==> src/rtl/keypad_scanner.sv <==
// rtl/keypad_scanner.sv - 4x4 active-low keypad scanner with debounce and one-shot command pulses
// Scan FSM walks the columns, debounces a single-row hit, emits one pulse per press, then waits for full release.
module keypad_scanner #(
  parameter int SCAN_CYCLES     = 1000,
  parameter int DEBOUNCE_CYCLES = 50000
) (
  input  logic       clock,
  input  logic       reset_n,
  input  logic [3:0] row,
  output logic [3:0] col,
  output logic [3:0] digit,
  output logic       load,
  output logic       bksp,
  output logic       clear,
  output logic       op_valid,
  output logic [1:0] op
);

  localparam int CMAX = (SCAN_CYCLES > DEBOUNCE_CYCLES) ? SCAN_CYCLES : DEBOUNCE_CYCLES;
  localparam int CW   = $clog2(CMAX + 1);
  localparam logic [CW-1:0] SCAN_LAST = CW'(SCAN_CYCLES - 1);
  localparam logic [CW-1:0] DEB_LAST  = CW'(DEBOUNCE_CYCLES - 1);
  localparam logic [CW-1:0] CNT_MAX   = CW'(CMAX);

  typedef enum logic [1:0] {
    SCAN,
    DEBOUNCE,
    EMIT,
    HELD
  } state_t;

  typedef enum logic [1:0] {
    K_DIGIT,
    K_BKSP,
    K_CLEAR,
    K_OP
  } kind_t;

  state_t        state;
  logic [CW-1:0] cnt;
  logic [CW-1:0] cnt_inc;
  logic [3:0]    row_meta;
  logic [3:0]    rs;
  logic [3:0]    row_pat;
  logic [1:0]    row_idx;
  logic [1:0]    col_idx;
  logic [1:0]    next_col;
  logic          single_low;
  logic [1:0]    rs_idx;
  kind_t         key_kind;
  logic [3:0]    key_val;

  always_ff @(posedge clock or negedge reset_n) begin
    if (!reset_n) begin
      row_meta <= 4'hF;
      rs       <= 4'hF;
    end else begin
      row_meta <= row;
      rs       <= row_meta;
    end
  end

  assign cnt_inc  = (cnt == CNT_MAX) ? cnt : cnt + 1'b1;
  assign next_col = col_idx + 2'd1;

  // A hit counts only when exactly one row is pulled low; ghosting or chords are skipped.
  always_comb begin
    single_low = 1'b1;
    rs_idx     = 2'd0;
    case (rs)
      4'b1110: rs_idx = 2'd0;
      4'b1101: rs_idx = 2'd1;
      4'b1011: rs_idx = 2'd2;
      4'b0111: rs_idx = 2'd3;
      default: single_low = 1'b0;
    endcase
  end

  always_comb begin
    key_kind = K_DIGIT;
    key_val  = 4'd0;
    case ({row_idx, col_idx})
      4'd0:  key_val = 4'd1;
      4'd1:  key_val = 4'd2;
      4'd2:  key_val = 4'd3;
      4'd3:  key_kind = K_BKSP;
      4'd4:  key_val = 4'd4;
      4'd5:  key_val = 4'd5;
      4'd6:  key_val = 4'd6;
      4'd7:  key_kind = K_CLEAR;
      4'd8:  key_val = 4'd7;
      4'd9:  key_val = 4'd8;
      4'd10: key_val = 4'd9;
      4'd11: begin key_kind = K_OP; key_val = 4'd0; end
      4'd12: begin key_kind = K_OP; key_val = 4'd2; end
      4'd13: key_val = 4'd0;
      4'd14: begin key_kind = K_OP; key_val = 4'd3; end
      default: begin key_kind = K_OP; key_val = 4'd1; end
    endcase
  end

  always_ff @(posedge clock or negedge reset_n) begin
    if (!reset_n) begin
      state    <= SCAN;
      cnt      <= '0;
      row_pat  <= 4'hF;
      row_idx  <= 2'd0;
      col_idx  <= 2'd0;
      col      <= 4'b1110;
      digit    <= 4'b1010;
      op       <= 2'b00;
      load     <= 1'b0;
      bksp     <= 1'b0;
      clear    <= 1'b0;
      op_valid <= 1'b0;
    end else begin
      load     <= 1'b0;
      bksp     <= 1'b0;
      clear    <= 1'b0;
      op_valid <= 1'b0;
      case (state)
        SCAN: begin
          if (cnt == SCAN_LAST) begin
            cnt <= '0;
            if (single_low) begin
              row_pat <= rs;
              row_idx <= rs_idx;
              state   <= DEBOUNCE;
            end else begin
              col_idx <= next_col;
              col     <= ~(4'b0001 << next_col);
            end
          end else begin
            cnt <= cnt_inc;
          end
        end
        DEBOUNCE: begin
          // Any deviation discards the partial count and rescans the same column.
          if (rs != row_pat) begin
            state <= SCAN;
            cnt   <= '0;
          end else if (cnt == DEB_LAST) begin
            state <= EMIT;
            cnt   <= '0;
            case (key_kind)
              K_DIGIT: begin
                load  <= 1'b1;
                digit <= key_val;
              end
              K_BKSP:  bksp  <= 1'b1;
              K_CLEAR: clear <= 1'b1;
              default: begin
                op_valid <= 1'b1;
                op       <= key_val[1:0];
              end
            endcase
          end else begin
            cnt <= cnt_inc;
          end
        end
        EMIT: begin
          state <= HELD;
          cnt   <= '0;
        end
        default: begin
          if (rs != 4'hF) begin
            cnt <= '0;
          end else if (cnt == DEB_LAST) begin
            state   <= SCAN;
            cnt     <= '0;
            col_idx <= next_col;
            col     <= ~(4'b0001 << next_col);
          end else begin
            cnt <= cnt_inc;
          end
        end
      endcase
    end
  end

endmodule

==> config.mk <==
export PLATFORM = sky130hd
export DESIGN_NAME = keypad_scanner
export DESIGN_NICKNAME = d
export VERILOG_FILES = /design/src/rtl/keypad_scanner.sv
export SDC_FILE = /design/constraint.sdc
export NUM_CORES = 1
export LEC_CHECK = 0
export CAP_MARGIN = 5
export CORE_UTILIZATION = 53
export DETAILED_ROUTE_END_ITERATION = 12
export GPL_TIMING_DRIVEN = 0
export PLACE_DENSITY = 0.82
export REMOVE_ABC_BUFFERS = 1
export SYNTH_ARGS = -nofsm -noshare
export SYNTH_HDL_FRONTEND = slang
export SYNTH_SLANG_ARGS = --single-unit
==> constraint.sdc <==
create_clock -name clock -period 3.6 [get_ports clock]
set_clock_uncertainty 0.15 [all_clocks]
set_input_delay 0.72 -clock clock [delete_from_list [all_inputs] [get_ports clock]]
set_output_delay 0.72 -clock clock [all_outputs]
set_load 0.1 [all_outputs]
* Yosys cells after proc, flatten, opt, wreduce, memory -nomap -nowiden
Cells that the tools add are included.
Storage, ports and cells: output and inout port bits 14, input bits 6, flip-flop bits (word level) 48, word-level logic and storage cells 114
Cells by class: add/sub/neg operators 2, mux-type cells 43, reductions and logical operators 17, bitwise operators 4, shifts and indexed selects 1, eq/ne operators 33
Operators by type and width (count):
- two-way mux 16 bit | 5
- case mux 16 bit (3 select lines) | 1
- equality test 4 bit, second input constant | 10
- case mux 4 bit (9 select lines) | 1
- equality test 16 bit, second input constant | 2
- equality test 4 x 3 -> 1 bit, second input constant | 5
- two-way mux 2 bit | 10
- case mux 2 bit (3 select lines) | 3
- two-way mux 1 bit | 17
- adder 16 x 1 -> 16 bit, second input constant | 1
- equality test 16 x 10 -> 1 bit, second input constant | 1
- two-way mux 4 bit | 4
- AND reduction 5 bit | 2
- OR reduction 10 bit | 1
- equality test 4 x 2 -> 1 bit, second input constant | 2
- case mux 4 bit (2 select lines) | 1
- AND reduction 4 bit | 2
- OR reduction 4 bit | 2
- != test 2 bit, second input constant | 3
- OR reduction 2 bit | 3
- equality test 2 x 1 -> 1 bit, second input constant | 2
- equality test 2 bit, second input constant | 2
- equality test 4 x 1 -> 1 bit, second input constant | 1
- zero test 2 bit | 2
- other kinds (15) | 17

* Depth between registers and ports, before layout
Gate-level depths: netlist of run 1.
depth in word-level cells 9, mapped depth 9, depth with buffers taken out 8

* Worst setup path before layout of run 1
OpenSTA, ideal clock, no wires.
kind reg-to-reg, from register cnt[10], to register digit[0], arrival time 2503 ps, path buffers 2, period minus slack after synthesis 2778 ps, slack 822 ps, cell stages (with the launch flop) 7, library setup time 125 ps, required time 3325 ps, path through dfrtp_1 or4_1 or4_1 buf_2 or4b_4 buf_6 mux2_4
On the way: cells in the longest elaborated chain, start to end 2
Ends and longest elaborated chain:
- start: declaration | line 40 | logic [CW-1:0] cnt;
- start signal: assignment | line 134 | cnt <= cnt_inc;
- start signal: assignment | line 158 | cnt <= cnt_inc;
- start signal: assignment | line 174 | cnt <= cnt_inc;
- equality test 16 bit | line 142 | end else if (cnt == DEB_LAST) begin
- AND reduction 4 bit (no source line)
- end signal: assignment | line 148 | digit <= key_val;
- end: declaration | line 11 | output logic [3:0] digit,
No other way between the ends. A chain may end at the register's enable or synchronous reset.

* Final worst setup path of run 1
from register cnt[10], to register cnt[6]
On the way: cells in the longest elaborated chain, start to end 5, elaborated cells on any way between the ends 9, classes of those cells eq/ne (3); mux (6)
Ends and longest elaborated chain:
- equality test 16 bit | line 63 | assign cnt_inc = (cnt == CNT_MAX) ? cnt : cnt + 1'b1;
- two-way mux 16 bit | line 63
- two-way mux 16 bit | line 142, 168
- two-way mux 16 bit, on equally long branches | line 166, 139
- case mux 16 bit (3 select lines) (*) | line 121 | case (state)
Mark *: on every way between the ends. The rest lies on a longest branch, timed or not.

==> results of run 1 <==
-- state kept, by name, summed over array words and instances, names as in the netlist, 4 cells and up --
| signal | count |
|---|---|
| cnt | 16 |
| row_pat | 4 |
| row_meta | 4 |
| col | 4 |
| digit | 4 |
| rs | 4 |
-- worst max-delay path, cell delays in order, from the launching register on --
cell     delay [ns]
dfrtp_1        0.44
or4_1          0.54
or4_1          0.70
inv_1          0.14
o21ai_1        0.07
o21ai_1        0.91
nor2_1         0.14
-- metal layers --
layer  routed length, um  vias to the layer above
li1                    -                      832
met5                   0                        -
met1                1900                      803
met3                 119                        6
met2                1820                       28
met4                  55                        0
-- Yosys cell counts, types with 2 or more instances --
cell type,n
mux2i_1,7
xor2_1,15
nand2b_1,2
nor2_1,23
and3_1,4
nand4b_1,5
nor3_1,4
nand2_1,11
a21oi_1,7
inv_1,15
dfstp_2,17
ha_1,12
o21ai_1,3
clkbuf_1,7
dfrtp_1,31
nand3b_1,2
buf_2,2
mux2_2,6
nand4_1,5
nor4_1,5
or4_1,2
xnor2_1,6
o21ai_0,5
nand3_1,11
mux2_4,2
-- cell type report --
type                            instances  area [um2]
Inverter                               15        56.3
Tap cell                               52        65.1
Sequential cell                        48        1220
Clock buffer                            8        90.1
Fill cell                             373        1640
Multi-Input combinational cell        157        1140
Timing Repair Buffer                   20         205
-- placed cells by master (no fill, tap or decap), types with 7 or more instances in the layout --
master,n
nand2_1,11
a21oi_1,7
xor2_1,15
inv_1,15
dfstp_2,17
nand3_1,11
ha_1,12
clkdlybuf4s50_1,18
nor2_1,23
dfrtp_1,31
mux2i_1,7
-- metrics by stage --
stage / hold slack [ns] / setup slack (ns)
floorplan: 0.195 / 0.867
global placement: 0.195 / 0.407
detailed placement: 0.197 / 0.342
CTS: 0.209 / 0.337
global route: 0.212 / 0.0970
finish: 0.208 / 0.353
-- where the power goes --
part           switching (mW)  internal (mW)  total (mW)
logic                  0.0135         0.0104      0.0239
clock network           0.168          0.157       0.325
registers             0.00514          0.548       0.553
total                   0.187          0.715       0.902
-- worst paths after layout --
check,from,end,slack [ns]
max in group asynchronous,reset_n,rs[3],2.50
worst min register to register,row_meta[1],rs[1],0.21
worst max register to register,cnt[10],cnt[6],0.35
worst max-delay path,cnt[10],cnt[6],0.35
worst min-delay path,row_meta[1],rs[1],0.21
min in group asynchronous,reset_n,digit[2],0.22
-- kinds of logic (layout without fill, tap and decap cells) --
logic type               Yosys count  after routing  share of synthesized area [%]
flip-flops                        48             48                           49.6
AND/OR/NAND/NOR                   85             85                           19.7
multiplexers                      16             16                           7.26
AO/OA/AOI/OAI                     23             23                           5.63
buffers and inverters             25             43                           4.21
XOR/XNOR                          21             21                           7.46
adder cells (fa/ha/maj)           12             12                           6.09
==> metrics.yaml, run 1 <==
clock_network:
  root_buffer: "clkbuf_8"
  numCtsBuffers: 5
  cts.clk_slew.worst_paths_ns: 0.08
  cts_tree: "built"
  cts_resized: 0
  postCtsHoldBufs: 0
  htreeDepth: 2
  clkLatencyLatePin_ns: 0.30
  clock_path_buffers: 2
  cts.sinks: 48
  postCtsSetupRepairBufs: 0
job:
  cap_viol_max_count: 0
placed_design:
  gp_congestion: 0.795
  portBuffers: 19
  dp_hpwl_um: 2780
  placedCellCount: 292
  placedInstanceArea_mm2: 0.00269
worst_setup_path:
  reg2reg_depth: 6
  end_kind: "flip-flop"
  cp.required_ns: 3.59
  worstPathArrival_ns: 3.23
  path_max_fanout: 16
  crit_path_start_kind: "flip-flop"
  path_class: "reg -> reg"
power_and_ir_drop:
  total_power_uw: 902
  ir_drop_mv: 0.234
  p_leak_nw: 1.22
  powerDensity_mw_per_mm2: 325
synthesis:
  synth_seq_cells: 48
  ys_top_cells_by_area: "dfrtp_1, dfstp_2, ha_1"
  syn_avg_cell_area_um2: 10.7
  synthDistinctLibCells: 46
  yosysWarnings: 0
  synth-edff-count: 0
  async_reset_ff_share_pct: 100
  yosysTopAreaCellShare_pct: 31.5
  syn_inst: 230
  yosysTopAreaCell: "dfrtp_1"
  seq_area_frac_synth_pct: 49.6
  syn_area_mm2: 0.00246
  ys.flop_type: "dfrtp_1"
global_routing:
  grt-busiest-layer: "met2"
  gr-total-overflow: 0
  grt_pass1_wl_um: 7130
  gr-usage-met3_pct: 4.76
  grt.total_usage_pct: 18.2
  antenna_found_initial: 0
  grt_use_met2_pct: 29.5
  grt_pass1_vias: 1596
  grt_util_met1_pct: 23.7
  grt_max_degree: 28
sta:
  clock.fmax_mhz: 308
  rsz0062_at_grt: "no"
  finalSetupTns_ns: 0
  final-hold-violation-count: 0
  relSlewSlack_pct: 22.7
  setup_viol: 0
  slew_violations: 0
  worst_pin_slew_ns: 1.15
  fin_crit_ns: 3.25
  post-route-period-util_pct: 90.2
floorplan:
  coreArea_mm2: 0.00441
  die_h_um: 70.2
  die_width_um: 70.2
  rows: 24
  io_pins: 20
  dieArea_mm2: 0.00493
  initial_utilization_pct: 55.8
hold_path:
  min_path_cells: 0
  hold_class: "reg -> reg"
drt:
  dr.pass1.iters: 4
  wl_per_cell_um: 13.0
  viasPerCell: 5.56
  ant_nets: 0
  vias: 1669
  drc_errors: 0
  drt-total-wl_um: 3900
  drtIter0Drc: 93
finish:
  nets: 265
  fin_cells: 300
  drive_gt1_share_pct: 14.9
  area_delta_synth_final_pct: 12.7
  final_cell_area_mm2: 0.00278
  fin_util_pct: 62.9
  antennaDiodeCount: 0
status:
  status: "finished, final reports clean"
(Power assumes the default switching activity.)
==> inputs of run 2 (changes only) <==
Clock period 3.6 ns to 3.5 ns, I/O delays scaled along.
==> run 2 against run 1 <==
  * Flip-flop and latch count is the same
  * Hold slack lost 0.0066 ns
  * Routed wire length grew 0.90%
  * Sequential share of layout area shrank 0.059 points
  * Utilization grew 0.085 points
  * Maximum frequency grew 11%
  * First-iteration DRC count shrank 13%
  * Critical endpoint unchanged
  * Highest routed layer unchanged
==> metrics.yaml, run 2 (synthesized netlist as in run 1, its figures left out) <==
worst_setup_path:
  r2r-end: "cnt[6]"
  path_class: "reg -> reg"
  reg2reg_depth: 6
  crit_path_start_kind: "flip-flop"
  worstPathArrival_ns: 2.94
  path_max_fanout: 16
  worstReg2RegStart: "cnt[10]"
  worst-r2r-setup-slack_ns: 0.56
  cp.required_ns: 3.51
  end_kind: "flip-flop"
finish:
  antennaDiodeCount: 0
  fill_cells: 374
  fin_cells: 300
  largest_reg_flops: 16
  drive_gt1_share_pct: 15.3
  layout_commonest_cell: "dfrtp_1"
  area_delta_synth_final_pct: 12.8
  multi_input_area_mm2: 0.00114
  regMostFlops: "cnt"
  nets: 265
  regArea_mm2: 0.00122
  final_cell_mix: "dfrtp_1, nor2_1, clkdlybuf4s50_1"
sta:
  final-hold-violation-count: 0
  worst_pin_slew_ns: 0.984
  setup_viol: 0
  rsz0062_at_grt: "no"
  clock.fmax_mhz: 341
  whs_ns: 0.201
  fin_crit_ns: 2.94
  finalSetupTns_ns: 0
  relSlewSlack_pct: 34.2
  post-route-period-util_pct: 83.9
  slew_violations: 0
floorplan:
  initial_utilization_pct: 55.8
  dieArea_mm2: 0.00493
  io_pins: 20
  rows: 24
  die_h_um: 70.2
  coreArea_mm2: 0.00441
  die_width_um: 70.2
power_and_ir_drop:
  p_leak_nw: 1.22
  ir_drop_mv: 0.242
  total_power_uw: 929
  powerDensity_mw_per_mm2: 334
clock_network:
  numCtsBuffers: 5
  clock_path_buffers: 2
  cts.clk_slew.worst_paths_ns: 0.08
  root_buffer: "clkbuf_8"
  htreeDepth: 2
  cts.sinks: 48
  cts_tree: "built"
  clkLatencyLatePin_ns: 0.30
drt:
  dr.pass1.iters: 4
  drc_errors: 0
  ant_nets: 0
  wl_per_cell_um: 13.1
  drt-total-wl_um: 3930
  drtIter0Drc: 81
  vias: 1655
  viasPerCell: 5.52
hold_path:
  hold_class: "in -> async"
placed_design:
  portBuffers: 19
  placedCellCount: 292
  dp_hpwl_um: 2780
  gp_congestion: 0.795
global_routing:
  gr-total-overflow: 0
  grt_pass1_vias: 1596
  grt_pass1_wl_um: 7130
  grt.total_usage_pct: 18.2
  antenna_found_initial: 0
  grt_max_degree: 28
job:
  cap_viol_max_count: 0
status:
  status: "finished, final reports clean"
==> run 2: how the worst max path moves through the flow <==
stage                        from  endpoint
final                     cnt[10]    cnt[6]
after global routing       cnt[3]   cnt[12]
after CTS                 cnt[10]   cnt[12]
after detailed placement  cnt[10]   cnt[12]
after global placement    reset_n    cnt[8]
after floorplan           cnt[10]  digit[0]
==> run 2: through the flow <==
stage	utilization (%)	area, um2	setup WS (ns)
2_1_floorplan	-	2420	0.767
3_3_place_gp	60.5	2670	0.327
3_5_place_dp	60.9	2690	0.242
4_1_cts	62.9	2780	0.237
5_1_grt	63.0	2780	0.381
6_report	63.0	2780	0.565
==> run 2: worst max-delay path, stage by stage, from the launching register on <==
cell     delay [ns]
dfrtp_1        0.44
or4_1          0.54
or4_1          0.70
inv_1          0.14
o21ai_1        0.10
o21ai_2        0.59
nor2_1         0.13
==> run 2: what timing repair did <==
item,CTS,global route
endpoints found under the setup margin,0,2
hold endpoints to repair,0,0
buffers inserted,0,0
gates resized for setup,0,1
hold buffers,0,0
==> run 2: per-layer routing <==
layer,up-vias,track usage (%),routed length [um],share of wire [%]
li1,831,-,-,-
met1,794,23.7,1910,48
met2,24,29.5,1860,47
met3,6,4.76,120,3.1
met4,0,6.00,51,1.3
met5,-,0,0,0
==> run 2: where the power goes <==
group | total [mW] | internal, mW | switching (mW)
combinational | 0.0246 | 0.0107 | 0.0139
sequential | 0.569 | 0.563 | 0.00532
clock | 0.336 | 0.161 | 0.174
==> run 2: area by class of cell <==
type	count	area share (%)
timing repair buffer	20	7.38
tap	52	2.34
inverter	15	2.02
multi-input combinational	157	41.1
clock buffer	8	3.24
sequential	48	43.9
==> inputs of run 3 (changes only) <==
Clock period 3.5 ns to 3.03 ns, I/O delays scaled along.
==> run 3 against run 2 <==
  * Routed wire length grew 0.76%
  * First-iteration DRC count grew 33%
  * Critical path type unchanged
  * Clock power grew 15%
  * Power grew 15%
  * Flip-flop and latch count is the same
  * Die area is the same
  * Hold slack lost 0.091 ns
  * Cell count is the same
  * Sequential share of layout area shrank 0.12 points
  * Count of clock-buffer cells in the layout is the same
  * Design area grew 0.27%
  * Utilization grew 0.17 points
==> metrics.yaml, run 3 (synthesized netlist as in run 1, its figures left out) <==
worst_setup_path:
  cp.required_ns: 3.07
  crit_path_start_kind: "flip-flop"
  path_class: "reg -> reg"
  worstPathArrival_ns: 2.97
  path_max_fanout: 8
  worst-r2r-setup-slack_ns: 0.1
  end_kind: "flip-flop"
power_and_ir_drop:
  total_power_mw: 1.07
  ir_drop_mv: 0.278
  p_leak_nw: 1.22
  powerDensity_mw_per_mm2: 384
sta:
  relSlewSlack_pct: 34.2
  rsz0062_at_grt: "no"
  setup_viol: 0
  post-route-period-util_pct: 96.7
  clock.fmax_mhz: 341
  finalSetupTns_ns: 0
  slew_violations: 0
  fin_crit_ns: 2.93
  final-hold-violation-count: 0
  worst_pin_slew_ns: 0.984
finish:
  area_delta_synth_final_pct: 13.1
  final_cell_mix: "dfrtp_1, nor2_1, clkdlybuf4s50_1"
  regMostFlops: "cnt"
  antennaDiodeCount: 0
  layout_commonest_cell: "dfrtp_1"
  multi_input_area_mm2: 0.00115
  nets: 265
  drive_gt1_share_pct: 15.3
  fill_cells: 373
  largest_reg_flops: 16
  fin_util_pct: 63.2
  regArea_mm2: 0.00122
clock_network:
  numCtsBuffers: 5
  htreeDepth: 2
  cts.sinks: 48
  clock_path_buffers: 2
  cts.clk_slew.worst_paths_ns: 0.08
  root_buffer: "clkbuf_8"
  postCtsSetupRepairBufs: 0
  postCtsHoldBufs: 0
  cts_tree: "built"
  clkLatencyLatePin_ns: 0.30
floorplan:
  coreArea_mm2: 0.00441
  die_h_um: 70.2
  initial_utilization_pct: 55.8
  rows: 24
  die_width_um: 70.2
  io_pins: 20
  dieArea_mm2: 0.00493
placed_design:
  portBuffers: 19
  dp_hpwl_um: 2780
  gp_congestion: 0.795
global_routing:
  antenna_found_initial: 0
  grt_max_degree: 28
  grt_pass1_wl_um: 7210
  gr-total-overflow: 0
  grt_pass1_vias: 1598
  grt.total_usage_pct: 18.4
drt:
  wl_per_cell_um: 13.2
  dr.pass1.iters: 4
  ant_nets: 0
  drt-total-wl_um: 3960
  drtIter0Drc: 108
  drc_errors: 0
  vias: 1673
  viasPerCell: 5.58
hold_path:
  hold_class: "in -> async"
job:
  cap_viol_max_count: 0
status:
  status: "finished, final reports clean"
[run 3: cell counts in the layout (fill, tap and decap cells not counted)]
No cell type changed its count.
[run 3: routing by layer]
layer / up-vias / routed length (um) / part of all wire (%) / track usage (%)
met3: 6 / 135 / 3.4 / 4.76
met4: 0 / 54 / 1.4 / 6.00
met2: 37 / 1870 / 47 / 29.8
met5: - / 0 / 0 / 0
met1: 800 / 1900 / 48 / 24.1
li1: 830 / - / - / -
[run 3: through the flow]
| step | cell area [um2] | hold WS, ns | worst slack (ns) | instances |
|---|---|---|---|---|
| 2_1_floorplan | 2420 | 0.160 | 0.297 | 220 |
| 6_report | 2790 | 0.110 | 0.0999 | 300 |
| 4_1_cts | 2780 | 0.122 | 0.109 | 300 |
| 3_5_place_dp | 2690 | 0.197 | -0.228 | 292 |
| 3_3_place_gp | 2670 | 0.195 | -0.140 | 291 |
| 5_1_grt | 2790 | 0.134 | 0.0394 | 300 |
[run 3: critical path: stages (launching register included)]
cell,delay (ns)
dfrtp_1,0.43
or4_1,0.54
or4_1,0.71
nor3_1,0.22
a31oi_1,0.08
nor2_2,0.34
mux2_1,0.36
[run 3: area by class of cell]
cell class	instances	share of cell area [%]
Clock buffer	8	3.23
Inverter	15	2.02
Multi-Input combinational cell	157	41.2
Sequential cell	48	43.8
Tap cell	52	2.33
Timing Repair Buffer	20	7.36
[run 3: path summary, 6_finish.rpt]
check,start,end,depth (start not counted)
setup reg to reg,cnt[10],col_idx[1],6
min in group clock,row_meta[1],rs[1],0
hold / removal,reset_n,digit[2],1
setup / recovery,cnt[10],col_idx[1],6
hold reg to reg,row_meta[1],rs[1],0
max in group asynchronous,reset_n,rs[3],2
[run 3: power by group]
part           switching [mW]  total [mW]  leakage [nW]  internal, mW
logic                  0.0161      0.0285         0.581        0.0124
registers             0.00609       0.657         0.596         0.651
clock network           0.200       0.386        0.0455         0.186
total                   0.222        1.07          1.22         0.849
[run 3: what timing repair did]
item / CTS / global route
setup endpoints to repair: 16 / 16
cloned: 0 / 0
gates resized for setup: 1 / 1
